File: src/rtl/scfifo_p.sv
// scfifo_p: single-clock FIFO of 2**LOG_DEPTH words with run-time almost flags,
// show-ahead or normal read and optional output register. SCFIFO_P_ERR_FLAGS_EN adds sticky overflow/underflow.
module scfifo_p #(
    parameter int WIDTH           = 20,
    parameter int LOG_DEPTH       = 5,
    parameter int SHOW_AHEAD      = 1,
    parameter int OUTPUT_REGISTER = 1,
    parameter     FAMILY          = "S10"
) (
    input  logic                 clock,
    input  logic                 aclr_n,
    input  logic                 sclr,
    input  logic [WIDTH-1:0]     data,
    input  logic                 wrreq,
    input  logic                 rdreq,
    input  logic [LOG_DEPTH:0]   af_thresh,
    input  logic [LOG_DEPTH:0]   ae_thresh,
    output logic [WIDTH-1:0]     q,
    output logic [LOG_DEPTH:0]   usedw,
    output logic                 empty,
    output logic                 full,
    output logic                 almost_empty,
    output logic                 almost_full
`ifdef SCFIFO_P_ERR_FLAGS_EN
    ,
    output logic                 overflow,
    output logic                 underflow
`endif
);
    localparam int CW = LOG_DEPTH + 1;
    localparam int DEPTH = 2 ** LOG_DEPTH;
    localparam logic [CW-1:0] DEPTH_C = CW'(DEPTH);

    // The family string only steers vendor RAM inference; it has no logic of its own.
    logic unused_family;
    assign unused_family = (FAMILY == "S10");

    logic [WIDTH-1:0]     mem [DEPTH];
    logic [LOG_DEPTH-1:0] wr_ptr_q, wr_ptr_d, rd_ptr_q, rd_ptr_d;
    logic [CW-1:0]        usedw_q, usedw_d, ram_cnt_q, ram_cnt_d;
    logic                 full_q, empty_q, af_q, ae_q, rst_pend_q;
    logic                 s1_v_q, s1_v_d, s2_v_q, s2_v_d;
    logic [WIDTH-1:0]     s1_data_q, s2_data_q;
    logic                 empty_int, acc_wr, acc_rd, fetch, s1_adv, s2_load;

    // Stage 1 is the RAM read register, stage 2 the optional output register;
    // in show-ahead mode they form a small prefetch chain with the head word at the last stage.
    always_comb begin
        empty_int = empty_q;
        if (SHOW_AHEAD != 0) begin
            empty_int = (OUTPUT_REGISTER != 0) ? !s2_v_q : !s1_v_q;
        end
        acc_wr  = wrreq & ~full_q;
        acc_rd  = rdreq & ~empty_int;
        s2_load = (OUTPUT_REGISTER != 0) && s1_v_q &&
                  ((SHOW_AHEAD == 0) || !s2_v_q || acc_rd);
        s1_adv  = 1'b1;
        fetch   = acc_rd;
        if (SHOW_AHEAD != 0) begin
            s1_adv = (OUTPUT_REGISTER != 0) ? s2_load : acc_rd;
            fetch  = (ram_cnt_q != '0) && (!s1_v_q || s1_adv);
        end
        s1_v_d    = fetch | (s1_v_q & ~s1_adv);
        s2_v_d    = s2_load | (s2_v_q & ~acc_rd);
        usedw_d   = usedw_q + CW'(acc_wr) - CW'(acc_rd);
        ram_cnt_d = ram_cnt_q + CW'(acc_wr) - CW'(fetch);
        wr_ptr_d  = wr_ptr_q + LOG_DEPTH'(acc_wr);
        rd_ptr_d  = rd_ptr_q + LOG_DEPTH'(fetch);
    end

    always_ff @(posedge clock) begin
        if (acc_wr && !sclr) begin
            mem[wr_ptr_q] <= data;
        end
    end

    always_ff @(posedge clock or negedge aclr_n) begin
        if (!aclr_n) begin
            wr_ptr_q   <= '0;
            rd_ptr_q   <= '0;
            usedw_q    <= '0;
            ram_cnt_q  <= '0;
            full_q     <= 1'b0;
            empty_q    <= 1'b1;
            af_q       <= 1'b0;
            ae_q       <= 1'b0;
            rst_pend_q <= 1'b1;
            s1_v_q     <= 1'b0;
            s2_v_q     <= 1'b0;
            s1_data_q  <= '0;
            s2_data_q  <= '0;
        end else if (sclr) begin
            wr_ptr_q   <= '0;
            rd_ptr_q   <= '0;
            usedw_q    <= '0;
            ram_cnt_q  <= '0;
            full_q     <= 1'b0;
            empty_q    <= 1'b1;
            af_q       <= (af_thresh == '0);
            ae_q       <= (ae_thresh != '0);
            rst_pend_q <= 1'b0;
            s1_v_q     <= 1'b0;
            s2_v_q     <= 1'b0;
            s1_data_q  <= '0;
            s2_data_q  <= '0;
        end else begin
            wr_ptr_q   <= wr_ptr_d;
            rd_ptr_q   <= rd_ptr_d;
            usedw_q    <= usedw_d;
            ram_cnt_q  <= ram_cnt_d;
            full_q     <= (usedw_d == DEPTH_C);
            empty_q    <= (usedw_d == '0);
            af_q       <= (usedw_d >= af_thresh);
            ae_q       <= (usedw_d < ae_thresh);
            rst_pend_q <= 1'b0;
            s1_v_q     <= s1_v_d;
            s2_v_q     <= s2_v_d;
            if (fetch) begin
                s1_data_q <= mem[rd_ptr_q];
            end
            if (s2_load) begin
                s2_data_q <= s1_data_q;
            end
        end
    end

`ifdef SCFIFO_P_ERR_FLAGS_EN
    logic ovf_q, unf_q;

    always_ff @(posedge clock or negedge aclr_n) begin
        if (!aclr_n) begin
            ovf_q <= 1'b0;
            unf_q <= 1'b0;
        end else if (sclr) begin
            ovf_q <= 1'b0;
            unf_q <= 1'b0;
        end else begin
            if (wrreq && full_q) begin
                ovf_q <= 1'b1;
            end
            if (rdreq && empty_int) begin
                unf_q <= 1'b1;
            end
        end
    end

    assign overflow  = ovf_q;
    assign underflow = unf_q;
`endif

    // Flag registers cannot capture live thresholds asynchronously, so until the
    // first edge after aclr_n the almost flags are derived from the thresholds directly.
    assign almost_full  = rst_pend_q ? (af_thresh == '0) : af_q;
    assign almost_empty = rst_pend_q ? (ae_thresh != '0) : ae_q;
    assign q     = (OUTPUT_REGISTER != 0) ? s2_data_q : s1_data_q;
    assign usedw = usedw_q;
    assign empty = empty_int;
    assign full  = full_q;
endmodule

File: config.mk
export PLATFORM = sky130hd
export DESIGN_NAME = scfifo_p
export DESIGN_NICKNAME = d
export VERILOG_FILES = /design/src/rtl/scfifo_p.sv
export SDC_FILE = /design/constraint.sdc
export NUM_CORES = 1
export LEC_CHECK = 0
export CORE_ASPECT_RATIO = 0.6
export CORE_MARGIN = 2
export CORE_UTILIZATION = 30
export DETAILED_ROUTE_END_ITERATION = 8
export GPL_ROUTABILITY_DRIVEN = 0
export MAX_ROUTING_LAYER = met4
export PLACE_DENSITY_LB_ADDON = 0.1
export REMOVE_ABC_BUFFERS = 1
export SETUP_SLACK_MARGIN = 0.05
export SLEW_MARGIN = 20
export SYNTH_ARGS = -nofsm -noshare
export SYNTH_HDL_FRONTEND = slang
export SYNTH_SLANG_ARGS = --single-unit
File: constraint.sdc
create_clock -name clock -period 3.3 [get_ports clock]
set_clock_uncertainty 0.15 [all_clocks]
set_input_delay 0.33 -clock clock [delete_from_list [all_inputs] [get_ports clock]]
set_output_delay 0.33 -clock clock [all_outputs]
set_load 0.005 [all_outputs]
* Yosys cells after proc, flatten, opt, wreduce, memory -nomap -nowiden
Memory sizes are Yosys's and may differ from the RTL's.
Index checks and enable logic that the tools add are counted.
** Word-level totals
- Flip-flop bits (word level) :: 68
- Memory bits (read-only) :: 0
- Memories :: 1
- Latch bits :: 0
- Logic and storage cells :: 61
- Bits in writable memories :: 640
** Cells by class
- Reductions and logical operators :: 13
- Bitwise operators :: 9
- Div/mod/pow operators :: 0
- Shift-type cells :: 0
- Magnitude comparators :: 2
- $mul :: 0
- Add/subtract/negate cells :: 6
- Multiplexer cells :: 17
- Equality and inequality tests :: 1
** Memory list
- mem :: words 32, width 20, read ports 1, clocked after memory_dff 0, wr ports 1, RTL line 38 : logic [WIDTH-1:0] mem [DEPTH];
** Operator list (number)
- two-way mux 20 bit :: 4
- adder 6 x 1 -> 6 bit :: 2
- two-way mux 6 bit :: 2
- nonzero test 6 bit :: 2
- subtractor 6 x 1 -> 6 bit :: 2
- adder 5 x 1 -> 5 bit :: 2
- two-way mux 5 bit :: 2
- two-way mux 1 bit :: 9
- equality test 6 bit (second input constant) :: 1
- greater-or-equal comparator 6 bit :: 1
- logical NOT 6 bit :: 1
- less-than comparator 6 bit :: 1
- bitwise AND 1 bit :: 4
- nonzero test 2 bit :: 2
- logical AND 1 bit :: 3
- logical NOT 1 bit :: 3
- NOT 1 bit :: 3
- logical OR 1 bit :: 2
- bitwise OR 1 bit :: 2

* Longest topological paths before layout
- Depth in word-level cells :: 7
- Mapped depth :: 14
- Gate-level depth less buffers :: 14

* Worst setup path after synthesis
Ideal clock, no wire load.
- Path kind :: register -> register
- From :: register full_q (netlist: full)
- To :: register af_q
- Path buffers :: 0
- Period minus slack after synthesis :: 2942 ps
- Stages on the path, launching flop included :: 14
- Path slack :: 358 ps
- Arrival :: 2672 ps
- Path through :: dfrtp_1 nand2b_1 ha_1 inv_1 ha_1 fa_1 a21oi_1 nor2_1 nor2_1 xnor2_1 ha_1 a21oi_1 o21ai_0 a31o_2
** Between the ends
- Longest elaborated chain between the ends :: 6
** Ends and longest elaborated chain
- start: declaration :: RTL line 41 : logic full_q, empty_q, af_q, ae_q, rst_pend_q;
- start signal: assignment :: RTL line 111 : full_q <= (usedw_d == DEPTH_C);
- NOT 1 bit :: RTL line 53 : acc_wr = wrreq & ~full_q;
- bitwise AND 1 bit :: RTL line 53
- adder 6 x 1 -> 6 bit :: RTL line 65 : usedw_d = usedw_q + CW'(acc_wr) - CW'(acc_rd);
- subtractor 6 x 1 -> 6 bit :: RTL line 65
- greater-or-equal comparator 6 bit :: RTL line 113 : af_q <= (usedw_d >= af_thresh);
- two-way mux 1 bit :: RTL line 92 : end else if (sclr) begin
- end signal: assignment :: RTL line 99 : af_q <= (af_thresh == '0);
- end signal: assignment :: RTL line 113
- end: declaration :: RTL line 41
No other way between the ends.
A chain may end at the register's enable or synchronous reset.

* Worst setup path after layout
- From :: register s2_v_q
- To :: register af_q
** Between the ends
- Longest elaborated chain between the ends :: 4
** Ends and longest elaborated chain
- start: declaration :: RTL line 42 : logic s1_v_q, s1_v_d, s2_v_q, s2_v_d;
- start signal: assignment :: RTL line 117 : s2_v_q <= s2_v_d;
- bitwise AND 1 bit :: RTL line 54 : acc_rd = rdreq & ~empty_int;
- subtractor 6 x 1 -> 6 bit :: RTL line 65
- greater-or-equal comparator 6 bit :: RTL line 113
- two-way mux 1 bit :: RTL line 92
No other way between the ends.

==> PnR_summary.wiki <==
{| class="wikitable"
! Metric !! Value
|-
| Floorplan die area || 0.0957 mm^2
|-
| HP Class || in -> reg
|-
| Final cycle utilization of the critical path || 0.930
|-
| VDD IR-drop max || 0.000303 V
|-
| Synth Register Bits || 708
|-
| Yosys warnings || 0
|-
| Number of max-cap violations || 0
|-
| Max Used Layer || met4
|-
| Status || finished, final reports clean
|-
| H-tree depth reported by CTS || 3
|-
| Iteration-0 DRC Markers || 1009
|-
| Fraction of final layout cells sized beyond drive strength 1 || 0.214
|-
| M1 WL || 39.3 mm
|-
| Largest fanout on the critical path || 4
|-
| Synth Cell Area || 0.0279 mm^2
|-
| Number of iterations in the first detailed-routing pass || 5
|-
| CTS sink cnt || 708
|-
| Vias || 14200
|-
| Global-route wire length before repair || 107 mm
|-
| Worst path max stage delay || 410 ps
|-
| Core box area || 0.0920 mm^2
|-
| Post-CTS setup buffer count || 0
|-
| Initial antenna violation count || 2
|-
| Critical path capture point type || register
|-
| Post-synth ARST share || 0.0960
|-
| Layout Area Growth over Synthesis || 18.0%
|-
| Inserted Clock Buffers || 70
|-
| Achievable frequency || 0.326 GHz
|-
| Met3 wire len || 2.95 mm
|-
| ANT nets after route || 0
|-
| Required time of the critical path || 3670 ps
|-
| EDFF count, synth || 640
|-
| Crit path time final || 3070 ps
|-
| Arrival time worst endpoint || 3430 ps
|-
| Hold violation total from the final report || 0
|-
| RSZ-0062 raised after global routing || no
|-
| Maximum number of pins on one net before global-route repair || 56
|-
| DRC violations left || 0
|-
| Number of buffers between clock root and the deepest sink || 3
|-
| Number of input and output port buffers inserted || 66
|-
| Length of routed met2 wiring || 29.9 mm
|-
| LEAKAGE || 10.6 nW
|-
| Ports placed on the boundary || 67
|-
| Clock tree root buffer cell || sky130_fd_sc_hd__clkbuf_16
|-
| Most used cell along the critical path || sky130_fd_sc_hd__ha_1
|-
| Count of cell types in the netlist || 45
|-
| Remaining global-route overflow || 0
|-
| List of cells traversed by the critical path || and2_1 -> ha_1 -> inv_1 -> ha_1 -> fa_2 -> a21oi_2 -> nor2_1 -> nor2_1 -> xnor2_1 -> ha_1 -> a21oi_1 -> o21ai_0 -> a31o_2
|-
| Critical-path cell with the highest stage delay || sky130_fd_sc_hd__dfrtp_1
|-
| Overall die height || 240 um
|-
| Post-Syn Area per Cell || 18.8 um^2
|-
| Final sum of negative setup slack || 0 ps
|-
| Crit Path Category || reg -> reg
|-
| Sum of net half-perimeters after detailed placement || 44.9 mm
|-
| Sequential area share after synthesis || 0.749
|-
| Clock transition time at the flip-flop clock pins of the worst setup and hold paths || 70 ps
|-
| GRT Resource Usage Total || 0.162
|-
| Pwr dens || 707 mW/mm^2
|-
| Headroom to the max-slew limit || 0.403
|-
| Vias in the first global route || 14700
|-
| Number of placement rows || 86
|-
| WL per Instance || 25.1 um
|-
| Mean number of vias per cell || 4.83
|-
| Drt total wl || 73.5 mm
|-
| Worst Max-Slew Pin Slew || 896 ps
|-
| Die outline width || 398 um
|-
| Effective utilization at floorplan || 0.304
|-
| Final Net Count || 1715
|-
| Launching element type of the critical path || register
|-
| Slew Viols, Final || 0
|-
| Post-Synthesis Cells || 1490
|-
| Source-to-sink clock delay at the later pin of the worst-skew pair || 640 ps
|-
| Power, Total || 23.3 mW
|-
| Number of fill cells in the layout || 8603
|-
| Count of endpoints failing setup in the final report || 0
|-
| Most used flip-flop cell after synthesis || sky130_fd_sc_hd__edfxtp_1
|-
| CTS tree || done
|}
power by group:
group	switching, mW	total [mW]	internal (mW)
Combinational	2.68	5.22	2.54
Clock	3.35	7.51	4.16
Sequential	0.461	10.6	10.1
cells by family after synthesis:
| group | Yosys count | share of synthesized area |
|---|---|---|
| flip-flops | 708 | 0.749 |
| AND/OR/NAND/NOR | 192 | 0.0331 |
| adder cells (fa/ha/maj) | 31 | 0.0144 |
| XOR/XNOR | 14 | 0.00439 |
| AO/OA/AOI/OAI | 167 | 0.0416 |
| multiplexers | 263 | 0.140 |
| buffers and inverters | 114 | 0.0178 |
| other | 1 | 0.000134 |
repair_timing:
| action | in CTS | in global routing |
|---|---|---|
| endpoints found under the setup margin | 0 | 2 |
| hold endpoints to repair | 52 | 0 |
| hold buffers | 1 | 0 |
| resized for setup | 0 | 4 |
worst max-delay path: cells and delay by family (launching register included):
family	cells	cell delay, ps
buf+inv	1	40
simple gates	3	330
flops	1	410
xor+xnor	1	160
compound gates	4	720
fa+ha+maj	4	1140
through the flow:
step	cell area [um^2]	cells	hold WS [ps]	worst slack [ps]	utilization
global route	33000	2927	111	71.9	0.358
floorplan	27600	1406	-116	-5660	-
CTS	33000	2927	231	113	0.358
detailed placement	30900	2806	337	-209	0.336
global placement	30900	2806	337	-213	0.336
finish	33000	2928	99.2	231	0.358
layout make-up:
type                       count  area [um^2]  area share
inverter                      30          113     0.00342
timing repair buffer         169         1670      0.0505
tap                         1232         1540      0.0468
sequential                   708        20900       0.635
clock inverter                26          146     0.00444
antenna                        1         2.50   0.0000759
clock buffer                  94         1930      0.0584
multi-input combinational    668         6640       0.201
registers in the layout, indices dropped and copies added, names as in the netlist, 5 cells and up:
register and cells:
q 20, usedw 6, wr_ptr_q 5, rd_ptr_q 5, mem 640, s1_data_q 20
ram_cnt_q 6
cells in the mapped netlist (2+ instances only):
master,n,area (um^2)
sky130_fd_sc_hd__buf_2,25,125
sky130_fd_sc_hd__nor4bb_1,2,20.0
sky130_fd_sc_hd__buf_4,2,15.0
sky130_fd_sc_hd__or4_1,2,15.0
sky130_fd_sc_hd__or3_1,2,12.5
sky130_fd_sc_hd__a22o_1,20,175
sky130_fd_sc_hd__a31oi_1,2,12.5
sky130_fd_sc_hd__o211ai_1,40,300
sky130_fd_sc_hd__ha_1,29,363
sky130_fd_sc_hd__nand3_1,8,40.0
sky130_fd_sc_hd__inv_1,30,113
sky130_fd_sc_hd__buf_1,4,15.0
sky130_fd_sc_hd__nor4_1,3,18.8
sky130_fd_sc_hd__and3_1,3,18.8
sky130_fd_sc_hd__dfrtp_1,67,1680
sky130_fd_sc_hd__xor2_1,8,70.1
sky130_fd_sc_hd__a21o_1,4,30.0
sky130_fd_sc_hd__o221ai_1,20,175
sky130_fd_sc_hd__mux2_2,23,259
sky130_fd_sc_hd__nor2_1,52,195
sky130_fd_sc_hd__and2_1,4,25.0
sky130_fd_sc_hd__clkbuf_1,49,184
sky130_fd_sc_hd__xnor2_1,6,52.6
sky130_fd_sc_hd__buf_6,4,45.0
sky130_fd_sc_hd__nor3_1,24,120
sky130_fd_sc_hd__nand3b_1,3,22.5
sky130_fd_sc_hd__nand2b_1,8,50.1
sky130_fd_sc_hd__nand2_1,49,184
sky130_fd_sc_hd__mux2i_1,140,1400
sky130_fd_sc_hd__nand4_1,2,12.5
sky130_fd_sc_hd__edfxtp_1,640,19200
sky130_fd_sc_hd__o22ai_1,40,250
sky130_fd_sc_hd__a21oi_1,13,65.1
sky130_fd_sc_hd__nor2b_1,27,169
sky130_fd_sc_hd__o21ai_0,23,115
sky130_fd_sc_hd__fa_1,2,40.0
sky130_fd_sc_hd__o21bai_1,3,22.5
sky130_fd_sc_hd__mux4_2,100,2250
final timing paths:
kind	from	endpoint	slack, ps	depth (start not counted)
max	s2_v_q	af_q	230	13
max in group asynchronous	aclr_n	s1_data_q[2]	2090	3
min reg2reg	s1_data_q[18]	q[18]	350	1
max reg2reg	s2_v_q	af_q	230	13
min in group asynchronous	aclr_n	ram_cnt_q[4]	220	2
min	data[13]	mem[10][13]	100	1
layout by cell type (no fill, tap or decap), types with 22 or more instances in the layout:
cell	n
sky130_fd_sc_hd__nand2_1	48
sky130_fd_sc_hd__mux2_2	23
sky130_fd_sc_hd__dfrtp_1	63
sky130_fd_sc_hd__nor2b_1	27
sky130_fd_sc_hd__edfxtp_1	640
sky130_fd_sc_hd__ha_1	29
sky130_fd_sc_hd__inv_1	30
sky130_fd_sc_hd__mux4_2	100
sky130_fd_sc_hd__o211ai_1	40
sky130_fd_sc_hd__o22ai_1	40
sky130_fd_sc_hd__nor2_2	32
sky130_fd_sc_hd__clkbuf_16	73
sky130_fd_sc_hd__mux2i_1	140
sky130_fd_sc_hd__clkdlybuf4s50_1	64
sky130_fd_sc_hd__nor3_1	24
sky130_fd_sc_hd__o21ai_0	22
sky130_fd_sc_hd__buf_4	84
metal layers:
layer	track usage	vias to the layer above
met2	0.215	259
met4	0.0396	0
met5	-	-
met1	0.251	7494
li1	-	6297
met3	0.0279	100
No activity file was read; power rests on OpenSTA's default activity.
